--- src/rtl/tick_gen_prescaler.sv ---
// ----------------------------------------------------------------------------
// tick_gen_prescaler
//
// Divides the system clock by a runtime-loadable ratio N and emits a
// single-cycle `tick` strobe once every N cycles while running. The strobe is
// the time base for the modulo-n counters and display blocks downstream.
// Free-running and one-shot modes are supported. A square-wave `slow_clk`
// (a data signal, never used as a clock net) and a wrapping count of emitted
// ticks are provided for LED/debug use.
//
// Ports:
//   clk         system clock, all logic on its rising edge
//   reset       asynchronous, active-low reset
//   start       1 = begin generation (from IDLE) or restart it (in RUN)
//   stop        1 = halt generation and return to IDLE; wins over start
//   oneshot     sampled together with start; 1 = one tick, then IDLE
//   div_load    1 = capture div_value this cycle
//   div_value   new divide ratio N (tick period = N cycles); 0 is rejected
//   tick        registered one-cycle strobe, once per N cycles while running
//   slow_clk    toggles on every tick (period 2N cycles)
//   running     high while in the RUN state
//   done        one-cycle pulse, coincident with the tick ending a one-shot
//   div_err     one-cycle pulse when a div_load carried div_value == 0
//   tick_count  ticks emitted since the last start, wraps to 0
// ----------------------------------------------------------------------------
module tick_gen_prescaler #(
   parameter int W           = 26,
   parameter int DEFAULT_DIV = 50_000_000,
   parameter int TC_W        = 16
) (
   input  logic            clk,
   input  logic            reset,
   input  logic            start,
   input  logic            stop,
   input  logic            oneshot,
   input  logic            div_load,
   input  logic [W-1:0]    div_value,
   output logic            tick,
   output logic            slow_clk,
   output logic            running,
   output logic            done,
   output logic            div_err,
   output logic [TC_W-1:0] tick_count
);

   typedef enum logic {
      IDLE = 1'b0,
      RUN  = 1'b1
   } state_e;

   localparam logic [W-1:0] DIV_RST = W'(DEFAULT_DIV);

   state_e            state_q,       state_d;
   logic [W-1:0]      phase_q,       phase_d;
   logic [W-1:0]      div_active_q,  div_active_d;
   logic [W-1:0]      div_shadow_q,  div_shadow_d;
   logic              shadow_pend_q, shadow_pend_d;
   logic              mode_os_q,     mode_os_d;
   logic              tick_q,        tick_d;
   logic              done_q,        done_d;
   logic              div_err_q,     div_err_d;
   logic              slow_clk_q,    slow_clk_d;
   logic [TC_W-1:0]   tick_count_q,  tick_count_d;

   logic              load_ok;
   logic              terminal;

   // NOTE: every signal written here gets a default first, so no path leaves
   // a value unassigned and no latch is inferred.
   always_comb begin
      state_d       = state_q;
      phase_d       = phase_q;
      div_active_d  = div_active_q;
      div_shadow_d  = div_shadow_q;
      shadow_pend_d = shadow_pend_q;
      mode_os_d     = mode_os_q;
      tick_d        = 1'b0;
      done_d        = 1'b0;
      slow_clk_d    = slow_clk_q;
      tick_count_d  = tick_count_q;
      terminal      = 1'b0;

      load_ok       = div_load && (div_value != '0);
      div_err_d     = div_load && (div_value == '0);

      case (state_q)
         IDLE: begin
            phase_d = '0;
            if (start && !stop) begin
               state_d      = RUN;
               mode_os_d    = oneshot;
               tick_count_d = '0;
            end
         end
         RUN: begin
            if (stop) begin
               // slow_clk deliberately keeps its level across a stop.
               state_d = IDLE;
               phase_d = '0;
            end else if (start) begin
               // Restart: the period begins afresh, no tick this cycle.
               phase_d      = '0;
               tick_count_d = '0;
               mode_os_d    = oneshot;
            end else if (phase_q == div_active_q - W'(1)) begin
               terminal     = 1'b1;
               phase_d      = '0;
               tick_d       = 1'b1;
               slow_clk_d   = ~slow_clk_q;
               tick_count_d = tick_count_q + TC_W'(1);
               if (mode_os_q) begin
                  state_d = IDLE;
                  done_d  = 1'b1;
               end
            end else begin
               phase_d = phase_q + W'(1);
            end
         end
         default: state_d = IDLE;
      endcase

      // A ratio loaded while running waits in the shadow register and takes
      // effect only at a period boundary, so no period is ever cut short.
      // One left pending by a stop is applied as soon as we are idle.
      if (terminal || (state_q == IDLE)) begin
         if (shadow_pend_q) begin
            div_active_d = div_shadow_q;
         end
         shadow_pend_d = 1'b0;
      end

      if (load_ok) begin
         if (state_q == IDLE) begin
            div_active_d  = div_value;
            shadow_pend_d = 1'b0;
         end else begin
            div_shadow_d  = div_value;
            shadow_pend_d = 1'b1;
         end
      end
   end

   // NOTE: sequential state uses non-blocking assignments only, so every flop
   // samples the values from before the edge regardless of statement order.
   // All flops, including the divisor registers, are reset: a mid-run reset
   // must abort cleanly and restore the default ratio.
   always_ff @(posedge clk or negedge reset) begin
      if (!reset) begin
         state_q       <= IDLE;
         phase_q       <= '0;
         div_active_q  <= DIV_RST;
         div_shadow_q  <= DIV_RST;
         shadow_pend_q <= 1'b0;
         mode_os_q     <= 1'b0;
         tick_q        <= 1'b0;
         done_q        <= 1'b0;
         div_err_q     <= 1'b0;
         slow_clk_q    <= 1'b0;
         tick_count_q  <= '0;
      end else begin
         state_q       <= state_d;
         phase_q       <= phase_d;
         div_active_q  <= div_active_d;
         div_shadow_q  <= div_shadow_d;
         shadow_pend_q <= shadow_pend_d;
         mode_os_q     <= mode_os_d;
         tick_q        <= tick_d;
         done_q        <= done_d;
         div_err_q     <= div_err_d;
         slow_clk_q    <= slow_clk_d;
         tick_count_q  <= tick_count_d;
      end
   end

   assign tick       = tick_q;
   assign done       = done_q;
   assign div_err    = div_err_q;
   assign slow_clk   = slow_clk_q;
   assign tick_count = tick_count_q;
   assign running    = (state_q == RUN);

endmodule

--- config.mk ---
export PLATFORM = sky130hd
export DESIGN_NAME = tick_gen_prescaler
export DESIGN_NICKNAME = d
export VERILOG_FILES = /design/src/rtl/tick_gen_prescaler.sv
export SDC_FILE = /design/constraint.sdc
export NUM_CORES = 1
export LEC_CHECK = 0
export CAP_MARGIN = 10
export CORE_MARGIN = 8
export CORE_UTILIZATION = 53
export DETAILED_ROUTE_END_ITERATION = 8
export MAX_ROUTING_LAYER = met4
export PLACE_DENSITY = 0.86
export SLEW_MARGIN = 5
export SYNTH_ARGS = -nofsm -noshare
export SYNTH_HDL_FRONTEND = slang
export SYNTH_SLANG_ARGS = --single-unit
--- constraint.sdc ---
create_clock -name clk -period 3.35 [get_ports clk]
set_input_delay 0.67 -clock clk [delete_from_list [all_inputs] [get_ports clk]]
set_output_delay 0.67 -clock clk [all_outputs]
set_load 0.05 [all_outputs]
== After elaboration in Yosys (flattened, before gate mapping) ==
Cells that the tools add are included.

* Register bits after elaboration: 101
* Bits of input ports: 32
* Memories: 0
* Bits in read-only memories: 0
* Latch bits: 0
* Output and inout port bits: 21
* RAM bits: 0
* Word-level logic and storage cells: 70

* Mux-type cells: 35
* Order comparisons: 0
* Div/mod/pow operators: 0
* Bitwise logic cells: 4
* Shift operators: 0
* Reductions and logical operators: 12
* Add/sub/neg operators: 3
* Multiply operators: 0
* Equal/unequal tests: 5

{| class="wikitable"
|+ Operators with widths
! cell !! number
|-
| 2-to-1 mux 26 bit || 7
|-
| 2-to-1 mux 16 bit || 4
|-
| case mux 26 bit (2 select lines) || 1
|-
| case mux 16 bit (2 select lines) || 1
|-
| adder 26 x 1 -> 26 bit, second input constant || 1
|-
| equality test 26 bit || 1
|-
| zero test 26 bit || 1
|-
| nonzero test 26 bit || 1
|-
| subtractor 26 x 1 -> 26 bit, second input constant || 1
|-
| 2-to-1 mux 1 bit || 20
|-
| adder 16 x 1 -> 16 bit, second input constant || 1
|-
| inequality test 2 bit, second input constant || 3
|-
| AND reduction 3 bit || 2
|-
| inverter 1 bit || 4
|-
| case mux 1 bit (2 select lines) || 2
|-
| AND reduction 4 bit || 1
|-
| logical AND 1 bit || 3
|-
| inequality test 3 x 2 -> 1 bit, second input constant || 1
|-
| AND reduction 2 bit || 1
|-
| nonzero test 2 bit || 1
|-
| zero test 1 bit || 1
|-
| logical OR 1 bit || 1
|}

== Longest topological paths before layout ==
Gate-level depths: netlist of the first run.

* Depth in word-level cells: 10
* Gate-level depth with buffers: 12
* Depth with buffers taken out: 10

== Worst setup path before layout of the first run ==
No wires, ideal clock.

* Path kind: register -> register
* Start: register div_active_q[21]
* End: register div_active_q[11]
* Stages on the path, launching flop included: 11
* Path buffers: 2
* Data required time: 3.263 ns
* Path slack: 0.002 ns
* Setup time: 0.087 ns
* Clock period less this slack: 3.348 ns
* Arrival time: 3.261 ns
* Cell sequence: dfstp_2 buf_6 or4_1 or4b_1 a211o_1 a2111o_1 a21o_4 o41ai_4 buf_6 nor2_1 a211oi_2

* Longest elaborated chain between the ends: 10

{| class="wikitable"
|+ RTL lines
! what !! RTL line !! source
|-
| from (decl) || 55 || <nowiki>logic [W-1:0] div_active_q, div_active_d;</nowiki>
|-
| from (signal assigned) || 163 || <nowiki>div_active_q <= div_active_d;</nowiki>
|-
| subtractor 26 x 1 -> 26 bit (*) || 105 || <nowiki>end else if (phase_q == div_active_q - W'(1)) begin</nowiki>
|-
| equality test 26 bit (*) || 105 ||
|-
| 2-to-1 mux 1 bit (*) || 105 ||
|-
| 2-to-1 mux 1 bit (*) || 100 || <nowiki>end else if (start) begin</nowiki>
|-
| 2-to-1 mux 1 bit (*) || 96 || <nowiki>if (stop) begin</nowiki>
|-
| 2-to-1 mux 1 bit (*) || 86 || <nowiki>case (state_q)</nowiki>
|-
| logical OR 1 bit (*) || 125 || <nowiki>if (terminal || (state_q == IDLE)) begin</nowiki>
|-
| 2-to-1 mux 26 bit (*) || 125 ||
|-
| 2-to-1 mux 26 bit || 133 || <nowiki>if (state_q == IDLE) begin</nowiki>
|-
| 2-to-1 mux 26 bit (*) || 132 || <nowiki>if (load_ok) begin</nowiki>
|-
| via div_active_d[11] || 55 ||
|}

The timed path passes the listed nets; every way through them passes the cells marked *.
A chain may end at the register's enable or synchronous reset.

== Worst setup path after layout of the first run ==
* Start: register div_active_q[19]
* End: register div_active_q[24]

Same word-level chain as after synthesis.

==> out/results.tsv, run 1 <==
metric	value	unit
p_total	0.00377	W
cts_buffer_depth	2	
arrival	3.85	ns
coreArea	11400	um2
critPathMaxFanout	4	
max_freq	0.278	GHz
cp-start-kind	register	
drtIter0Drc	545	
worstSetupEndpointType	register	
slowest_stage	nor4_1	
dr.pass1.iters	5	
io_buffer_count	52	
drv_cap	0	
start_util	53.9	%
path_cells	or4_4 -> or4b_1 -> a211o_1 -> a2111o_1 -> a21o_4 -> buf_4 -> nor4_1 -> nand2_1 -> o211ai_1	
synth_warnings	0	
synth-seq-cells	101	
slew_viol_final	0	
antenna_found_initial	0	
synth-compound-area-share	18.7	%
power_switching	0.00123	W
viasPerCell	6.54	
status	finished with violations	
fill_cells	796	
rsz0062_at_grt	true	
synth_top_family_by_area	simple AND/OR/NAND/NOR gates	
final_nets	764	
synthArstFlopShare	100	%
ir_drop	0.000394	V
synthXorXnorAreaFrac	7.86	%
grt_max_degree	89	
setup_viol	60	
ys_seq_area_share	41.7	%
diodes	0	
skew	0.00911	ns
synthesis.area	6130	um2
die_h	124	um
drive_gt1_share	28.6	%
holdBufCountCts	0	
avgSynthCellArea	9.35	um2
final.setup.tns	-3.67	ns
synth_top_cells_by_count	84 x nor2_1, 77 x dfrtp_1, 38 x inv_1	
mappedNetlistNets	690	
hpwl	11100	um
tightestPinTransition	0.640	ns
synth_mux_area_share	5.11	%
synth_area_leaders	dfrtp_1 31%, dfstp_2 10%, nor2_1 5.1%, mux2_2 4.8%, xnor2_1 4.0%	
required	3.61	ns
yosys.area_share.simple	20.2	%
postSynthCellCount	655	
swShare	32.5	%
power_density	479	nW/um2
hold_class	in2async	
hold_viol	0	
critPathKind	reg2reg	
overflow	0	
tritoncts	done	
ant_nets	0	
htreeDepth	3	
die_w	124	um
failed_checks	setup timing	
wl_per_cell	20.3	um
cts_root_buffer	clkbuf_16	
routabilityCongestion	0.937	
power.leakage	3.13	nW
power_frac_comb	28.6	%
slew_headroom	56.9	%
synthDistinctLibCells	61	
synth.largest_area_cell	dfrtp_1	
finalWorstSetupSlack	-0.244	ns
clk_latency	0.36	ns
wirelength	17800	um
ys.flop_type	dfrtp_1	
num_rows	39	
dieArea	15300	um2
grt_pass1_wl	26000	um
yosysMostFrequentCell	nor2_1	
drc	0	
cts_sinks	101	
synth_top_area_share	31.4	%
finalCriticalPeriod	3.59	ns
period_share	107	%
synth_edf_count	0	
synth_adder_area_share	0.613	%
seqPwrFrac	42.7	%
path_clk_slew	0.07	ns
grt_pass1_vias	5322	
cts_buffers	9	
crit_path_max_incr_delay	0.59	ns
ios	53	
track_usage	21.9	%
dr_total_vias	5734	
syn2layout_area_growth	28.5	%
intPower	0.00254	W
fin_util	69.3	%
clkPwrFrac	28.7	%
[final cells by class]
cell class / count / area, um2 / area share (%)
Multi-Input combinational cell: 472 / 3530 / 44.9
Sequential cell: 101 / 2560 / 32.5
Timing Repair Buffer: 107 / 1160 / 14.7
Clock buffer: 13 / 260 / 3.30
Tap cell: 143 / 179 / 2.27
Inverter: 38 / 143 / 1.81
Clock inverter: 3 / 43.8 / 0.556
[through the flow]
stage | cell area, um2 | hold WS, ns | worst slack, ns | instances
after floorplan | 6130 | 0.374 | 0.00199 | 655
after global placement | 6940 | 0.456 | 0.000156 | 842
after detailed placement | 6940 | 0.467 | -0.168 | 842
after CTS | 7290 | 0.476 | -0.0368 | 860
after global routing | 7880 | 0.279 | -0.212 | 877
final | 7880 | 0.249 | -0.244 | 877
[flip-flops by register name, indices dropped and copies added, names as in the netlist]
signal,count
phase_q,26
tick_count,16
running,1
div_active_q,26
div_err,1
mode_os_q,1
tick,1
shadow_pend_q,1
slow_clk,1
done,1
div_shadow_q,26
[kinds of logic (layout without fill, tap and decap cells)]
| group | after synthesis | in the layout |
|---|---|---|
| buf+inv | 82 | 161 |
| simple gates | 238 | 238 |
| compound gates | 148 | 148 |
| fa+ha+maj | 3 | 3 |
| mux | 28 | 28 |
| flops | 101 | 101 |
| xor+xnor | 55 | 55 |
[cells in the final DEF (no fill, tap or decap), types with 15 or more instances in the layout]
cell	n
a211oi_2	24
buf_4	35
clkbuf_16	15
clkdlybuf4s50_1	51
dfrtp_1	76
dfstp_2	24
inv_1	38
mux2_2	26
nand2_1	29
nand3_1	23
nor2_1	52
nor2_2	20
o21ai_0	23
o22a_1	24
o22ai_1	27
xnor2_1	28
xor2_1	27
[worst max-delay path: cells and delay by family, from the launching register on]
family	cells	cell delay, ns
AO/OA/AOI/OAI	4	1.17
flip-flops	1	0.37
buffers and inverters	1	0.15
AND/OR/NAND/NOR	4	1.82
[routing by layer]
layer	GRT usage (%)	vias up	wire length, um
met5	-	-	0
met4	10.5	0	552
li1	-	2533	-
met1	27.6	2856	7260
met2	34.3	286	8790
met3	3.06	59	1190
[worst paths after layout]
kind	start	end	slack [ns]	cells after the start
worst max-delay path	div_active_q[19]$_DFF_PN1_	div_active_q[24]$_DFF_PN0_	-0.24	9
worst min-delay path	reset	tick_count[6]$_DFFE_PN0P_	0.25	1
worst max register to register	div_active_q[19]$_DFF_PN1_	div_active_q[24]$_DFF_PN0_	-0.24	9
worst min register to register	div_shadow_q[23]$_DFFE_PN1P_	div_active_q[23]$_DFF_PN1_	0.48	2
max in group asynchronous	reset	div_shadow_q[22]$_DFFE_PN1P_	2.42	2
min in group clk	div_shadow_q[23]$_DFFE_PN1P_	div_active_q[23]$_DFF_PN1_	0.48	2
[power by group through the flow]
stage / registers (W) / logic [W] / clock network (W)
global route: 0.00163 / 0.00115 / 0.00114
finish: 0.00161 / 0.00108 / 0.00108
global placement: 0.00159 / 0.000896 / 0
CTS: 0.00159 / 0.000962 / 0.00109
detailed placement: 0.00161 / 0.000942 / 0
floorplan: 0.00154 / 0.000681 / 0
[repair_timing]
action,CTS,global route
gates resized for setup,8,80
pin swaps,10,38
hold endpoints to repair,0,0
endpoints found under the setup margin,67,71
gates cloned,0,9
buffers inserted,2,7
(Power assumes the default switching activity.)
==> run 2, diff against run 1 <==
- CORE_UTILIZATION: 53 -> 58
- DONT_BUFFER_PORTS: not set -> 1
- PLACE_DENSITY: 0.86 -> 0.85
==> run 2 against run 1 <==
The run still ends with setup timing left. Via count down 8.8%. Worst setup slack better by 0.21 ns. Critical path depth is the same. Utilization rose by 0.19 points. First-iteration DRC count shrank 11%. Flip-flop and latch count did not move. Total power shrank 3.8%. Clock skew up 0.0056 ns. Sequential power barely moved. Wire length decreased by 8.9%. Clock power down 6%. Cell count is 7.1% lower. Critical endpoint is now phase_q[17]$_DFF_PN0_. Largest cell class unchanged.
==> out/results.tsv, run 2 (synthesis results as in run 1) <==
metric	value	unit	change
finalWorstSetupSlack	-0.0338	ns	+0.210 ns
clk_latency	0.39	ns	+0.03 ns
whs	0.121	ns	-0.129 ns
critPathKind	reg2reg		
worstSetupStartpoint	div_active_q[19]$_DFF_PN1_		
die_w	119	um	-3.8%
rsz0062_at_grt	true		
r2r-start	div_active_q[19]$_DFF_PN1_		
ant_nets	0		unchanged
final_nets	709		-7.2%
num_rows	37		-5.1%
r2r-end	phase_q[17]$_DFF_PN0_		
drv_cap	0		unchanged
tightestPinTransition	0.653	ns	+0.0125 ns
dieArea	14100	um2	-7.5%
viasPerCell	6.42		-1.8%
power_density	508	nW/um2	+6.1%
cts_buffers	9		unchanged
tritoncts	done		
place_ws	-0.0984	ns	+0.0693 ns
final_cell_mix	77 x dfrtp_1, 67 x nor2_1, 40 x buf_4		
cts_buffer_depth	2		unchanged
antenna_found_initial	0		unchanged
finalCriticalPeriod	3.38	ns	-0.210 ns
worstSetupEndpointType	register		
hold_viol	0		unchanged
drive_gt1_share	28.6	%	-0.039 points
track_usage	22.7	%	+0.79 points
slew_viol_final	0		unchanged
max_freq	0.296	GHz	+6.2%
coreArea	10300	um2	-9.6%
failed_checks	setup timing		
cts_sinks	101		unchanged
fin_util	69.5	%	+0.19 points
dr.pass1.iters	7		+2
die_h	119	um	-3.8%
diodes	0		unchanged
hpwl	10800	um	-2.7%
period_share	101	%	-6.3 points
start_util	59.6	%	+5.7 points
reg2reg_slack	-0.03	ns	+0.21 ns
dr_total_vias	5231		-8.8%
arrival	3.66	ns	-0.19 ns
reg2reg_depth	9		unchanged
drtIter0Drc	484		-11%
power.leakage	2.86	nW	-8.7%
wirelength	16200	um	-8.9%
cts_root_buffer	clkbuf_8		
critPathMaxFanout	7		+3
final_common_cell	dfrtp_1		
ios	53		unchanged
setup_viol	15		-75%
p_total	0.00363	W	-3.8%
fill_cells	756		-5.0%
cp-start-kind	register		
placed_area	6430	um2	-7.3%
io_buffer_count	0		-100%
grt_max_degree	78		-12%
seq_area	2560	um2	about the same
hold_class	in2async		
grt_pass1_wl	25500	um	-1.7%
slew_headroom	56.5	%	-0.44 points
reg_top3	div_active_q (26), div_shadow_q (26), phase_q (26)		
syn2layout_area_growth	16.5	%	
grt_pass1_vias	5072		-4.7%
drc	0		unchanged
status	finished with violations		
multi_input_area	3470	um2	-1.9%
routabilityCongestion	0.891		-4.9%
path_clk_slew	0.10	ns	+0.03 ns
wl_per_cell	19.9	um	-2.0%
skew	0.0147	ns	+0.00557 ns
htreeDepth	3		unchanged
overflow	0		unchanged
required	3.63	ns	+0.02 ns
fin_area	7140	um2	-9.4%
ir_drop	0.000325	V	-18%
[run 2: cell types whose count changed in the layout (fill, tap and decap cells not counted), sizes merged]
cell,previous run,this run
clkbuf,19,13
bufinv,1,4
buf,50,48
inv,38,40
clkdlybuf4s50,51,0
clkinv,2,1
[run 2: layout make-up]
type | count | area share [%]
clock inverter | 7 | 2.00
multi-input combinational | 472 | 48.6
clock buffer | 9 | 1.74
sequential | 101 | 35.8
tap | 136 | 2.38
timing repair buffer | 52 | 7.47
inverter | 38 | 2.00
[run 2: worst max path at each step]
| stage | endpoint | slack, ns |
|---|---|---|
| 3_5_place_dp | tick_count[10]$_DFFE_PN0P_ | -0.1 |
| 3_3_place_gp | div_active_q[20]$_DFF_PN1_ | 0.02 |
| 4_1_cts | tick_count[10]$_DFFE_PN0P_ | -0.03 |
| 6_report | phase_q[17]$_DFF_PN0_ | -0.03 |
| 5_1_grt | phase_q[17]$_DFF_PN0_ | -0.08 |
| 2_1_floorplan | div_active_q[11]$_DFF_PN0_ | 0.002 |
[run 2: routing by layer]
layer / track usage, % / routed length [um]
met5: - / 0
met1: 27.7 / 6530
met4: 6.88 / 378
met3: 6.14 / 1310
met2: 36.1 / 8000
[run 2: critical path, cell delays in order (launching register included)]
cell and delay [ns]:
dfstp_2 0.38, or4_4 0.52, or4b_1 0.52, a211o_1 0.27, a2111o_1 0.41, a21o_4 0.25, or4_4 0.55, nand3_4 0.14
clkbuf_16 0.19, nor2_2 0.05
[run 2: through the flow]
step,TNS (ns),std cells
3_5_place_dp,-0.922,787
2_1_floorplan,0,655
5_1_grt,-2.19,815
6_report,-0.227,815
3_3_place_gp,0,787
4_1_cts,-0.223,805
[run 2: repair_timing]
action,CTS,global route
hold endpoints to repair,77,0
endpoints found under the setup margin,52,67
hold buffers,1,0
resized for setup,4,59
cloned,0,5
buffers inserted,1,5
pin swaps,1,23
[run 2: report_power, final]
group | switching (W) | leakage, nW | internal, W | total [W]
Combinational | 0.000540 | 1.46 | 0.000469 | 0.00101
Clock | 0.000442 | 0.134 | 0.000575 | 0.00102
Sequential | 0.000175 | 1.26 | 0.00142 | 0.00160
